### src/rtl/jace_kbd_pkg.sv
// Shared constants and types for the Jupiter Ace PS/2 keyboard front end.
// Latency: n/a (package only).
// Backpressure: n/a (package only).
//
// Holds matrix row/column indices, PS/2 prefix codes, the default
// partial-frame timeout, the receiver state type and the key position record.
package jace_kbd_pkg;

  localparam int TIMEOUT_DEFAULT = 50000;

  localparam int NUM_ROWS = 8;
  localparam int NUM_COLS = 5;

  // PS/2 set-2 prefix bytes
  localparam logic [7:0] CODE_EXT   = 8'hE0;
  localparam logic [7:0] CODE_BREAK = 8'hF0;

  // Matrix rows; named after the keys they carry, bit 0 first
  localparam logic [2:0] ROW_SHIFT_C = 3'd0;  // Shift SymShift Z X C
  localparam logic [2:0] ROW_A_G     = 3'd1;  // A S D F G
  localparam logic [2:0] ROW_Q_T     = 3'd2;  // Q W E R T
  localparam logic [2:0] ROW_1_5     = 3'd3;  // 1 2 3 4 5
  localparam logic [2:0] ROW_0_6     = 3'd4;  // 0 9 8 7 6
  localparam logic [2:0] ROW_P_Y     = 3'd5;  // P O I U Y
  localparam logic [2:0] ROW_ENT_H   = 3'd6;  // Enter L K J H
  localparam logic [2:0] ROW_SPC_V   = 3'd7;  // Space M N B V

  localparam logic [2:0] COL_0 = 3'd0;
  localparam logic [2:0] COL_1 = 3'd1;
  localparam logic [2:0] COL_2 = 3'd2;
  localparam logic [2:0] COL_3 = 3'd3;
  localparam logic [2:0] COL_4 = 3'd4;

  typedef enum logic [1:0] {
    RX_IDLE,
    RX_SHIFT,
    RX_PARITY,
    RX_STOP
  } rx_state_t;

  typedef struct packed {
    logic       vld;
    logic [2:0] row;
    logic [2:0] col;
  } key_pos_t;

  function automatic key_pos_t key_at(input logic [2:0] row, input logic [2:0] col);
    key_pos_t p;
    p.vld = 1'b1;
    p.row = row;
    p.col = col;
    return p;
  endfunction

endpackage

### src/rtl/jace_scancode_map.sv
// Translates a PS/2 set-2 scancode (plus E0 prefix flag) to a Jupiter Ace matrix position.
// Latency: purely combinational, zero cycles.
// Backpressure: none; the result is consumed on the cycle it is presented.
//
// Ports: code[7:0] scancode, extended = E0 prefix seen,
//        valid = code maps to a key, row[2:0]/col[2:0] = matrix position.
// Macro JACE_KEYB_CURSOR_EN: E0 arrows map onto the digits 5/6/7/8 and right Ctrl
// onto SymShift; when undefined every extended code is unmapped.
module jace_scancode_map
  import jace_kbd_pkg::*;
(
  input  logic [7:0] code,
  input  logic       extended,
  output logic       valid,
  output logic [2:0] row,
  output logic [2:0] col
);

  key_pos_t pos;

  always_comb begin
    pos = '0;
    if (!extended) begin
      case (code)
        8'h12, 8'h59: pos = key_at(ROW_SHIFT_C, COL_0);  // left/right Shift
        8'h14:        pos = key_at(ROW_SHIFT_C, COL_1);  // left Ctrl -> SymShift
        8'h1A:        pos = key_at(ROW_SHIFT_C, COL_2);
        8'h22:        pos = key_at(ROW_SHIFT_C, COL_3);
        8'h21:        pos = key_at(ROW_SHIFT_C, COL_4);
        8'h1C:        pos = key_at(ROW_A_G, COL_0);
        8'h1B:        pos = key_at(ROW_A_G, COL_1);
        8'h23:        pos = key_at(ROW_A_G, COL_2);
        8'h2B:        pos = key_at(ROW_A_G, COL_3);
        8'h34:        pos = key_at(ROW_A_G, COL_4);
        8'h15:        pos = key_at(ROW_Q_T, COL_0);
        8'h1D:        pos = key_at(ROW_Q_T, COL_1);
        8'h24:        pos = key_at(ROW_Q_T, COL_2);
        8'h2D:        pos = key_at(ROW_Q_T, COL_3);
        8'h2C:        pos = key_at(ROW_Q_T, COL_4);
        8'h16:        pos = key_at(ROW_1_5, COL_0);
        8'h1E:        pos = key_at(ROW_1_5, COL_1);
        8'h26:        pos = key_at(ROW_1_5, COL_2);
        8'h25:        pos = key_at(ROW_1_5, COL_3);
        8'h2E:        pos = key_at(ROW_1_5, COL_4);
        8'h45:        pos = key_at(ROW_0_6, COL_0);
        8'h46:        pos = key_at(ROW_0_6, COL_1);
        8'h3E:        pos = key_at(ROW_0_6, COL_2);
        8'h3D:        pos = key_at(ROW_0_6, COL_3);
        8'h36:        pos = key_at(ROW_0_6, COL_4);
        8'h4D:        pos = key_at(ROW_P_Y, COL_0);
        8'h44:        pos = key_at(ROW_P_Y, COL_1);
        8'h43:        pos = key_at(ROW_P_Y, COL_2);
        8'h3C:        pos = key_at(ROW_P_Y, COL_3);
        8'h35:        pos = key_at(ROW_P_Y, COL_4);
        8'h5A:        pos = key_at(ROW_ENT_H, COL_0);
        8'h4B:        pos = key_at(ROW_ENT_H, COL_1);
        8'h42:        pos = key_at(ROW_ENT_H, COL_2);
        8'h3B:        pos = key_at(ROW_ENT_H, COL_3);
        8'h33:        pos = key_at(ROW_ENT_H, COL_4);
        8'h29:        pos = key_at(ROW_SPC_V, COL_0);
        8'h3A:        pos = key_at(ROW_SPC_V, COL_1);
        8'h31:        pos = key_at(ROW_SPC_V, COL_2);
        8'h32:        pos = key_at(ROW_SPC_V, COL_3);
        8'h2A:        pos = key_at(ROW_SPC_V, COL_4);
        default:      pos = '0;
      endcase
    end
`ifdef JACE_KEYB_CURSOR_EN
    else begin
      // Arrows land on their digit position; the top diverts any extended
      // hit outside row 0 into the virtual cursor matrix.
      case (code)
        8'h14:   pos = key_at(ROW_SHIFT_C, COL_1);  // right Ctrl -> SymShift
        8'h6B:   pos = key_at(ROW_1_5, COL_4);      // left  -> 5
        8'h72:   pos = key_at(ROW_0_6, COL_4);      // down  -> 6
        8'h75:   pos = key_at(ROW_0_6, COL_3);      // up    -> 7
        8'h74:   pos = key_at(ROW_0_6, COL_2);      // right -> 8
        default: pos = '0;
      endcase
    end
`endif
  end

  assign valid = pos.vld;
  assign row   = pos.row;
  assign col   = pos.col;

endmodule

### src/rtl/jace_ps2_keyboard.sv
// PS/2 keyboard receiver feeding a Jupiter Ace 8x5 key matrix read through filas/columnas.
// Latency: scan_strobe one clk after the synchronised stop-bit edge; matrix visible the cycle after.
// Backpressure: none; the keyboard cannot be stalled, bad or stalled frames are dropped.
//
// Ports: clk, reset (async, active-low), ps2clk/ps2data (raw, asynchronous),
//        filas[7:0] (A15..A8, 0 selects a row), columnas[4:0] (active-low keys),
//        scan_strobe (one pulse per accepted byte).
// Macro JACE_KEYB_CURSOR_EN: enables E0 arrow keys as Shift+5/6/7/8 via a virtual matrix.
module jace_ps2_keyboard
  import jace_kbd_pkg::*;
#(
  parameter int TIMEOUT_CYCLES = TIMEOUT_DEFAULT
) (
  input  logic       clk,
  input  logic       reset,
  input  logic       ps2clk,
  input  logic       ps2data,
  input  logic [7:0] filas,
  output logic [4:0] columnas,
  output logic       scan_strobe
);

  localparam int CNT_W = $clog2(TIMEOUT_CYCLES + 1);

  // ---------------------------------------------------------------- sync
  logic [1:0] ps2clk_sync, ps2data_sync;
  logic       ps2clk_d;
  logic       ps2clk_s, ps2data_s, ps2_fall;

  always_ff @(posedge clk or negedge reset) begin
    if (!reset) begin
      ps2clk_sync  <= 2'b11;
      ps2data_sync <= 2'b11;
      ps2clk_d     <= 1'b1;
    end else begin
      ps2clk_sync  <= {ps2clk_sync[0], ps2clk};
      ps2data_sync <= {ps2data_sync[0], ps2data};
      ps2clk_d     <= ps2clk_s;
    end
  end

  assign ps2clk_s  = ps2clk_sync[1];
  assign ps2data_s = ps2data_sync[1];
  assign ps2_fall  = ps2clk_d & ~ps2clk_s;

  // ------------------------------------------------------- frame timeout
  // Counts clk cycles since the last ps2clk falling edge, saturating.
  logic [CNT_W-1:0] tmo_cnt_q;
  logic             tmo_hit;

  assign tmo_hit = (tmo_cnt_q == CNT_W'(TIMEOUT_CYCLES));

  always_ff @(posedge clk or negedge reset) begin
    if (!reset)         tmo_cnt_q <= '0;
    else if (ps2_fall)  tmo_cnt_q <= '0;
    else if (!tmo_hit)  tmo_cnt_q <= tmo_cnt_q + CNT_W'(1);
  end

  // ------------------------------------------------------------ receiver
  rx_state_t  state_q, state_nxt;
  logic [7:0] sr_q, sr_nxt;
  logic [2:0] bcnt_q, bcnt_nxt;
  logic       par_q, par_nxt;
  logic       frame_ok;

  always_ff @(posedge clk or negedge reset) begin
    if (!reset) begin
      state_q <= RX_IDLE;
      sr_q    <= '0;
      bcnt_q  <= '0;
      par_q   <= 1'b0;
    end else begin
      state_q <= state_nxt;
      sr_q    <= sr_nxt;
      bcnt_q  <= bcnt_nxt;
      par_q   <= par_nxt;
    end
  end

  always_comb begin
    state_nxt = state_q;
    sr_nxt    = sr_q;
    bcnt_nxt  = bcnt_q;
    par_nxt   = par_q;
    frame_ok  = 1'b0;
    if (ps2_fall) begin
      case (state_q)
        RX_IDLE: begin
          if (!ps2data_s) begin
            state_nxt = RX_SHIFT;
            bcnt_nxt  = '0;
          end
        end
        RX_SHIFT: begin
          sr_nxt   = {ps2data_s, sr_q[7:1]};  // LSB arrives first
          bcnt_nxt = bcnt_q + 3'd1;
          if (bcnt_q == 3'd7) state_nxt = RX_PARITY;
        end
        RX_PARITY: begin
          par_nxt   = ps2data_s;
          state_nxt = RX_STOP;
        end
        RX_STOP: begin
          state_nxt = RX_IDLE;
          frame_ok  = ps2data_s & (^{sr_q, par_q});  // odd parity, stop = 1
        end
        default: state_nxt = RX_IDLE;
      endcase
    end else if (state_q != RX_IDLE && tmo_hit) begin
      state_nxt = RX_IDLE;
    end
  end

  // ------------------------------------------------------- byte + flags
  logic [7:0] byte_q;
  logic       strobe_q;
  logic       brk_q, ext_q;
  logic       map_vld;
  logic [2:0] map_row, map_col;
  logic       is_cursor;

  always_ff @(posedge clk or negedge reset) begin
    if (!reset) begin
      byte_q   <= '0;
      strobe_q <= 1'b0;
    end else begin
      strobe_q <= frame_ok;
      if (frame_ok) byte_q <= sr_q;
    end
  end

  assign scan_strobe = strobe_q;

  jace_scancode_map u_map (
    .code     (byte_q),
    .extended (ext_q),
    .valid    (map_vld),
    .row      (map_row),
    .col      (map_col)
  );

  // Matrix is 1 = released, so a make writes 0 and a break writes 1.
  logic [NUM_ROWS-1:0][NUM_COLS-1:0] mat_q;

  always_ff @(posedge clk or negedge reset) begin
    if (!reset) begin
      brk_q <= 1'b0;
      ext_q <= 1'b0;
      mat_q <= '1;
    end else if (strobe_q) begin
      if (byte_q == CODE_BREAK) begin
        brk_q <= 1'b1;
      end else if (byte_q == CODE_EXT) begin
        ext_q <= 1'b1;
      end else begin
        brk_q <= 1'b0;
        ext_q <= 1'b0;
        if (map_vld && !is_cursor) mat_q[map_row][map_col] <= brk_q;
      end
    end
  end

  // ------------------------------------------------ virtual cursor keys
  logic [NUM_ROWS-1:0][NUM_COLS-1:0] virt_rows;

`ifdef JACE_KEYB_CURSOR_EN
  logic [3:0] cur_q;  // left, down, up, right; 1 = released
  logic [1:0] cur_idx;

  always_comb begin
    is_cursor = ext_q && map_vld && (map_row != ROW_SHIFT_C);
    cur_idx   = 2'd0;
    if (map_row == ROW_0_6) begin
      case (map_col)
        COL_4:   cur_idx = 2'd1;
        COL_3:   cur_idx = 2'd2;
        default: cur_idx = 2'd3;
      endcase
    end
  end

  always_ff @(posedge clk or negedge reset) begin
    if (!reset)
      cur_q <= 4'hF;
    else if (strobe_q && byte_q != CODE_BREAK && byte_q != CODE_EXT && is_cursor)
      cur_q[cur_idx] <= brk_q;
  end

  // Any held arrow also holds Shift.
  always_comb begin
    virt_rows = '1;
    virt_rows[ROW_SHIFT_C][COL_0] = &cur_q;
    virt_rows[ROW_1_5][COL_4]     = cur_q[0];
    virt_rows[ROW_0_6][COL_4]     = cur_q[1];
    virt_rows[ROW_0_6][COL_3]     = cur_q[2];
    virt_rows[ROW_0_6][COL_2]     = cur_q[3];
  end
`else
  assign is_cursor = 1'b0;
  assign virt_rows = '1;
`endif

  // ---------------------------------------------------------- read port
  logic [NUM_ROWS-1:0][NUM_COLS-1:0] eff_rows;

  assign eff_rows = mat_q & virt_rows;

  always_comb begin
    columnas = '1;
    for (int r = 0; r < NUM_ROWS; r++) begin
      if (!filas[r]) columnas = columnas & eff_rows[r];
    end
  end

endmodule

### config.mk
export PLATFORM = sky130hd
export DESIGN_NAME = jace_ps2_keyboard
export DESIGN_NICKNAME = d
export VERILOG_FILES = /design/src/rtl/jace_kbd_pkg.sv /design/src/rtl/jace_scancode_map.sv /design/src/rtl/jace_ps2_keyboard.sv
export SDC_FILE = /design/constraint.sdc
export NUM_CORES = 1
export LEC_CHECK = 0
export ABC_AREA = 1
export CORE_MARGIN = 10
export CORE_UTILIZATION = 35
export CTS_BUF_LIST = sky130_fd_sc_hd__clkbuf_4
export DETAILED_ROUTE_END_ITERATION = 12
export GPL_TIMING_DRIVEN = 0
export HOLD_SLACK_MARGIN = 0.15
export PLACE_DENSITY = 0.49
export SYNTH_ARGS = -nofsm -noshare
export SYNTH_HDL_FRONTEND = slang
export SYNTH_SLANG_ARGS = --single-unit
### constraint.sdc
create_clock -name clk -period 2.86 [get_ports clk]
set_clock_uncertainty 0.15 [all_clocks]
set_input_delay 0.572 -clock clk [delete_from_list [all_inputs] [get_ports clk]]
set_output_delay 0.572 -clock clk [all_outputs]
set_load 0.1 [all_outputs]
* Yosys cells after proc, flatten, opt, wreduce, memory -nomap -nowiden
Memories as Yosys holds them, arrays and structs flattened.
Cells that the tools add are included.
** Cells by class
- Add/subtract/negate cells :: 2
- Multipliers :: 0
- Div/mod/pow operators :: 0
- $lt $le $gt $ge :: 4
- Equality and inequality tests :: 12
- Shift-type cells :: 0
- Multiplexer cells :: 29
- Bitwise operators :: 12
- Reduce and logical (&&, ||, !) cells :: 15
** Operators by type and width (number)
- $mux 5 :: 9
- $bwmux 40 :: 1
- $and 5x5->5 :: 7
- $mux 16 :: 2
- $add 16x1->16 const B :: 1
- $eq 16x16->1 const B :: 1
- $eq 8x8->1 const B :: 2
- $demux 5 s3 :: 1
- $mux 7 :: 2
- $reduce_xor 9->1 :: 1
- $lt 3x4->1 const B :: 2
- $mux 2 :: 4
- $pmux 2 s4 :: 1
- $reduce_and 2->1 :: 4
- $ge 3x1->1 const B :: 2
- $mux 1 :: 6
- $ne 2x2->1 const B :: 3
- $ne 3x3->1 const B :: 2
- $pmux 3 s2 :: 1
- $reduce_and 3->1 :: 2
- $reduce_bool 2->1 :: 3
- $eq 2x2->1 const B :: 2
- $reduce_and 4->1 :: 1
- $add 3x1->3 const B :: 1
- other kinds (8) :: 13
** Storage, ports and cells
- Flip-flop bits (word level) :: 86
- Latch bits :: 0
- Bits in writable memories :: 0
- ROM bits :: 896
- Bits of input ports :: 12
- Output and inout port bits :: 6
- Logic and storage cells :: 95
- Memories kept :: 1
** Memory list
- (name not given) :: depth 128, bits a word 7, read ports 1, clocked after Yosys merged registers in 0, wr ports 0, RTL line jace_scancode_map.sv:24 : case (code)

* Logic depth before layout (Yosys ltp)
- Depth in word-level cells :: 15
- Gate-level depth with buffers :: 15
- Gate-level depth less buffers :: 14

* Cells and area by module
From an unflattened synthesis, not the netlist that was laid out.
** Second synthesis, totals
- Cell total of the unflattened synthesis :: 687
- Area, all modules :: 5403.9 um^2
** By module, submodules not included
- jace_ps2_keyboard :: times used 1, cells each 548, area an instance 4697.0 um^2, seq. area each 2208.4 um^2
- jace_scancode_map :: times used 1, cells each 139, area an instance 706.9 um^2, seq. area each 0.0 um^2

* Least setup slack after synthesis
OpenSTA, ideal clock, no wires.
- Path kind :: input to output
- From :: input filas[0]
- To :: output columnas[0]
- Arrival :: 3590 ps
- Required time :: 2138 ps
- Path slack :: -1452 ps
- Cell stages on the path :: 2
- Buffers on the path :: 0
- Cell sequence :: o22ai_1 nor4_1
** Between the ends
- Longest elaborated chain between the ends :: 15
** RTL lines
- start, declared :: RTL line jace_ps2_keyboard.sv:18 : input logic [7:0] filas,
- $mux 5 (*) :: RTL line jace_ps2_keyboard.sv:211 : if (!filas[r]) columnas = columnas & eff_rows[r];
- $and 5x5->5 :: RTL line jace_ps2_keyboard.sv:211
- $mux 5 (*) :: RTL line jace_ps2_keyboard.sv:211
- $and 5x5->5 :: RTL line jace_ps2_keyboard.sv:211
- $mux 5 (*) :: RTL line jace_ps2_keyboard.sv:211
- $and 5x5->5 :: RTL line jace_ps2_keyboard.sv:211
- $mux 5 (*) :: RTL line jace_ps2_keyboard.sv:211
- $and 5x5->5 :: RTL line jace_ps2_keyboard.sv:211
- $mux 5 (*) :: RTL line jace_ps2_keyboard.sv:211
- $and 5x5->5 :: RTL line jace_ps2_keyboard.sv:211
- $mux 5 (*) :: RTL line jace_ps2_keyboard.sv:211
- $and 5x5->5 :: RTL line jace_ps2_keyboard.sv:211
- $mux 5 (*) :: RTL line jace_ps2_keyboard.sv:211
- $and 5x5->5 :: RTL line jace_ps2_keyboard.sv:211
- $mux 5 (*) :: RTL line jace_ps2_keyboard.sv:211
- end, declared :: RTL line jace_ps2_keyboard.sv:19 : output logic [4:0] columnas,
Mark *: on every way between the ends. The rest lies on a longest branch, timed or not.

* Worst setup path in the final report
- From :: input filas[1]
- To :: output columnas[3]
** Between the ends
- Longest elaborated chain between the ends :: 13
** RTL lines (RTL line)
- $mux 5 (*) :: jace_ps2_keyboard.sv:211
- $and 5x5->5 :: jace_ps2_keyboard.sv:211
- $mux 5 (*) :: jace_ps2_keyboard.sv:211
- $and 5x5->5 :: jace_ps2_keyboard.sv:211
- $mux 5 (*) :: jace_ps2_keyboard.sv:211
- $and 5x5->5 :: jace_ps2_keyboard.sv:211
- $mux 5 (*) :: jace_ps2_keyboard.sv:211
- $and 5x5->5 :: jace_ps2_keyboard.sv:211
- $mux 5 (*) :: jace_ps2_keyboard.sv:211
- $and 5x5->5 :: jace_ps2_keyboard.sv:211
- $mux 5 (*) :: jace_ps2_keyboard.sv:211
- $and 5x5->5 :: jace_ps2_keyboard.sv:211
- $mux 5 (*) :: jace_ps2_keyboard.sv:211
Marked as above.

==> results.toml <==
[worst_setup_path]
critPathMaxFanout = 5
crit_chain = "clkdlybuf4s50_1 > o22ai_1 > nor4_4 > buf_6"
arrival_ns = 2.11
crit_required_ns = 2.14
slowest_stage = "clkdlybuf4s50_1"
startpoint_type = "input pin"
crit_type = "in -> out"
critical_path.max_stage_delay_ns = 0.73
crit_family = "buffers and inverters"
cp-end-kind = "output pin"
critPathBufInv = 2

[sta]
period_share = 0.990
setup_ws_ns = 0.0277
slew_headroom = 0.351
worst_slew_pin_slew_ns = 0.970
drv_slew = 0
rsz0062_at_grt = "false"
fmax_mhz = 353
hold_viol = 0
period_minus_slack_ns = 2.83
setup_violations = 0
tns_ns = 0

[global_routing]
grt_util_met3 = 0.0310
use_met1 = 0.175
antenna_found_initial = 0
grt_overflow = 0
grt_pass1_vias = 4377
grtUsageMet2 = 0.211
grt_first_pass_wirelength_mm = 22.3
grt-busiest-layer = "met2"
track_usage = 0.135
grt_max_degree = 59

[die]
dieWidth_um = 142
pin_count = 18
chipHeight_um = 142
die_area_sq_mm = 0.0202
start_util = 0.358
rows = 44
coreArea_sq_mm = 0.0146

[clock_network]
root_buffer = "clkbuf_4"
numCtsBuffers = 9
clock_path_buffers = 2
clk-insertion-delay-late_ns = 0.45
postCtsSetupBuffers = 0
tritoncts = "built"
clkSinkCount = 86
h-tree-depth = 3
clk_pin_slew_ns = 0.13

[synth]
netlist.area_leader.share = 0.226
ys_warn_count = 0
synth_area_sq_mm = 0.00522
synth-seq-cells = 86
ys_types = 38
ys.flop_type = "dfstp_2"
synth_enable_flop_cells = 0
yosys-top-cells-area = "dfstp_2 23%, dfrtp_1 20%, nand2_1 14%"
synth_cells = 661
ys_seq_area_frac = 0.423
async_flop_share = 1.00
yosysTopAreaCell = "dfstp_2"
synth_area_per_cell_sq_um = 7.90
synth_fp_nets = 688

[routing]
wl_mm = 13.6
vias = 4597
drt_iter0_drc = 345
drtAntennaViolNets = 0
dr.pass1.iters = 5
drc = 0
wl_per_cell_um = 15.4
post_drt_via_cell_ratio = 5.22

[cells_and_area]
fin_area_sq_mm = 0.00587
post-route-util = 0.402
area_growth_syn_to_layout_pct = 12.4
drive_gt1_frac = 0.203
fin_nets = 718
antennaDiodeCount = 0

[placed_design]
placed_area_sq_mm = 0.00572
gp_congestion = 0.849
port-buffer-count = 17
dp_slack_ns = -0.831
hpwl_mm = 9.74

[pwr]
ir_worst_vdd_mv = 0.227
total_power_mw = 2.52
p_per_area_mw_per_mm2 = 429
leakage_nw = 2.57

[run_status]
outcome = "complete, no violations"

[hold_path]
hp-class = "reg -> reg"

[run]
maxCapViolCount = 0
## cells in the mapped netlist, types with 2 or more instances
| cell | instances |
|---|---|
| o21ai_1 | 11 |
| nand4_1 | 41 |
| o22ai_1 | 20 |
| nand3_1 | 71 |
| ha_1 | 15 |
| nand2_1 | 199 |
| a31oi_1 | 2 |
| nor2_8 | 4 |
| nor3b_1 | 2 |
| nor2_1 | 31 |
| xor2_1 | 2 |
| o21ai_0 | 24 |
| nor2_4 | 9 |
| dfstp_2 | 45 |
| inv_2 | 7 |
| o211ai_1 | 2 |
| inv_4 | 2 |
| buf_2 | 4 |
| clkbuf_1 | 8 |
| nor3_1 | 4 |
| dfrtp_1 | 41 |
| nand3_2 | 3 |
| nor4_1 | 5 |
| a21oi_1 | 17 |
| inv_1 | 43 |
| nand2_2 | 12 |
| nor2_2 | 8 |
| buf_6 | 7 |
| nand2_4 | 3 |
| buf_4 | 7 |
| xnor2_1 | 5 |
## cells by family (layout without fill, tap and decap cells)
kind of cell | Yosys count | count (layout) | synth area share
AO/OA/AOI/OAI | 79 | 79 | 0.0834
XOR/XNOR | 7 | 7 | 0.0117
adder cells (fa/ha/maj) | 15 | 15 | 0.0359
buffers and inverters | 80 | 115 | 0.0755
flip-flops | 86 | 86 | 0.423
AND/OR/NAND/NOR | 394 | 394 | 0.371
## final cells by class
type | count | area (sq um)
fill | 1521 | 8720
multi-input combinational | 495 | 2700
sequential | 86 | 2210
tap | 184 | 230
inverter | 53 | 209
timing repair buffer | 19 | 203
buffer | 27 | 185
clock buffer | 14 | 105
clock inverter | 2 | 36.3
## registers in the layout, summed over array words and instances, names as in the netlist
signal and flops:
eff_rows 40, tmo_cnt_q 16, byte_q 8, sr_q 8, bcnt_q 3, ps2clk_sync 2
ps2data_sync 2, state_q 2, brk_q 1, ext_q 1, par_q 1, ps2clk_d 1
scan_strobe 1
## placed cells by master, fill, tap and decap left out, types with 2 or more instances in the layout
master           instances
nand2_1                199
nand3_1                 71
dfstp_2                 45
inv_1                   43
nand4_1                 41
dfrtp_1                 41
nor2_1                  31
o21ai_0                 24
o22ai_1                 20
a21oi_1                 17
ha_1                    15
clkbuf_4                14
nand2_2                 12
buf_4                   11
o21ai_1                 11
clkdlybuf4s50_1         10
buf_6                    9
nor2_4                   9
clkbuf_1                 8
nor2_2                   8
inv_2                    7
nor4_4                   5
xnor2_1                  5
buf_2                    4
nor2_8                   4
nor3_1                   4
nand2_4                  3
nand3_2                  3
inv_4                    3
o211ai_1                 2
nor3b_1                  2
a31oi_1                  2
xor2_1                   2
## final timing paths
check                           startpoint              end  slack (ns)  depth (start not counted)
setup / recovery                  filas[1]      columnas[3]        0.03                          4
hold / removal             ps2data_sync[0]  ps2data_sync[1]        0.22                          0
setup reg to reg                 byte_q[1]     eff_rows[30]        0.28                         13
hold reg to reg            ps2data_sync[0]  ps2data_sync[1]        0.22                          0
max in group asynchronous            reset     eff_rows[18]        1.44                          3
min in group asynchronous            reset        byte_q[1]        0.44                          2
## routing by layer
metal  share of wire  vias up
met1            0.47     2179
met3           0.050       27
met2            0.46      117
met5               0        -
met4           0.027        0
li1                -     2274
## stage by stage
| stage | hold WS [ns] | instances |
|---|---|---|
| after floorplan | 0.126 | 661 |
| after global placement | 0.196 | 862 |
| after detailed placement | 0.197 | 863 |
| after CTS | 0.217 | 880 |
| after global routing | 0.219 | 880 |
| final | 0.216 | 880 |
## power by group
group	internal, mW	leakage (nW)	total (mW)	switching, mW
sequential	1.30	1.03	1.36	0.0611
combinational	0.151	1.46	0.423	0.273
clock	0.318	0.0830	0.739	0.421
total	1.77	2.57	2.52	0.755
## timing repair
item                                    CTS  global route
endpoints found under the hold margin    23             0
hold buffers                              1             0
resized for setup                        31             2
endpoints found under the setup margin    5             3
(Power assumes the default switching activity.)
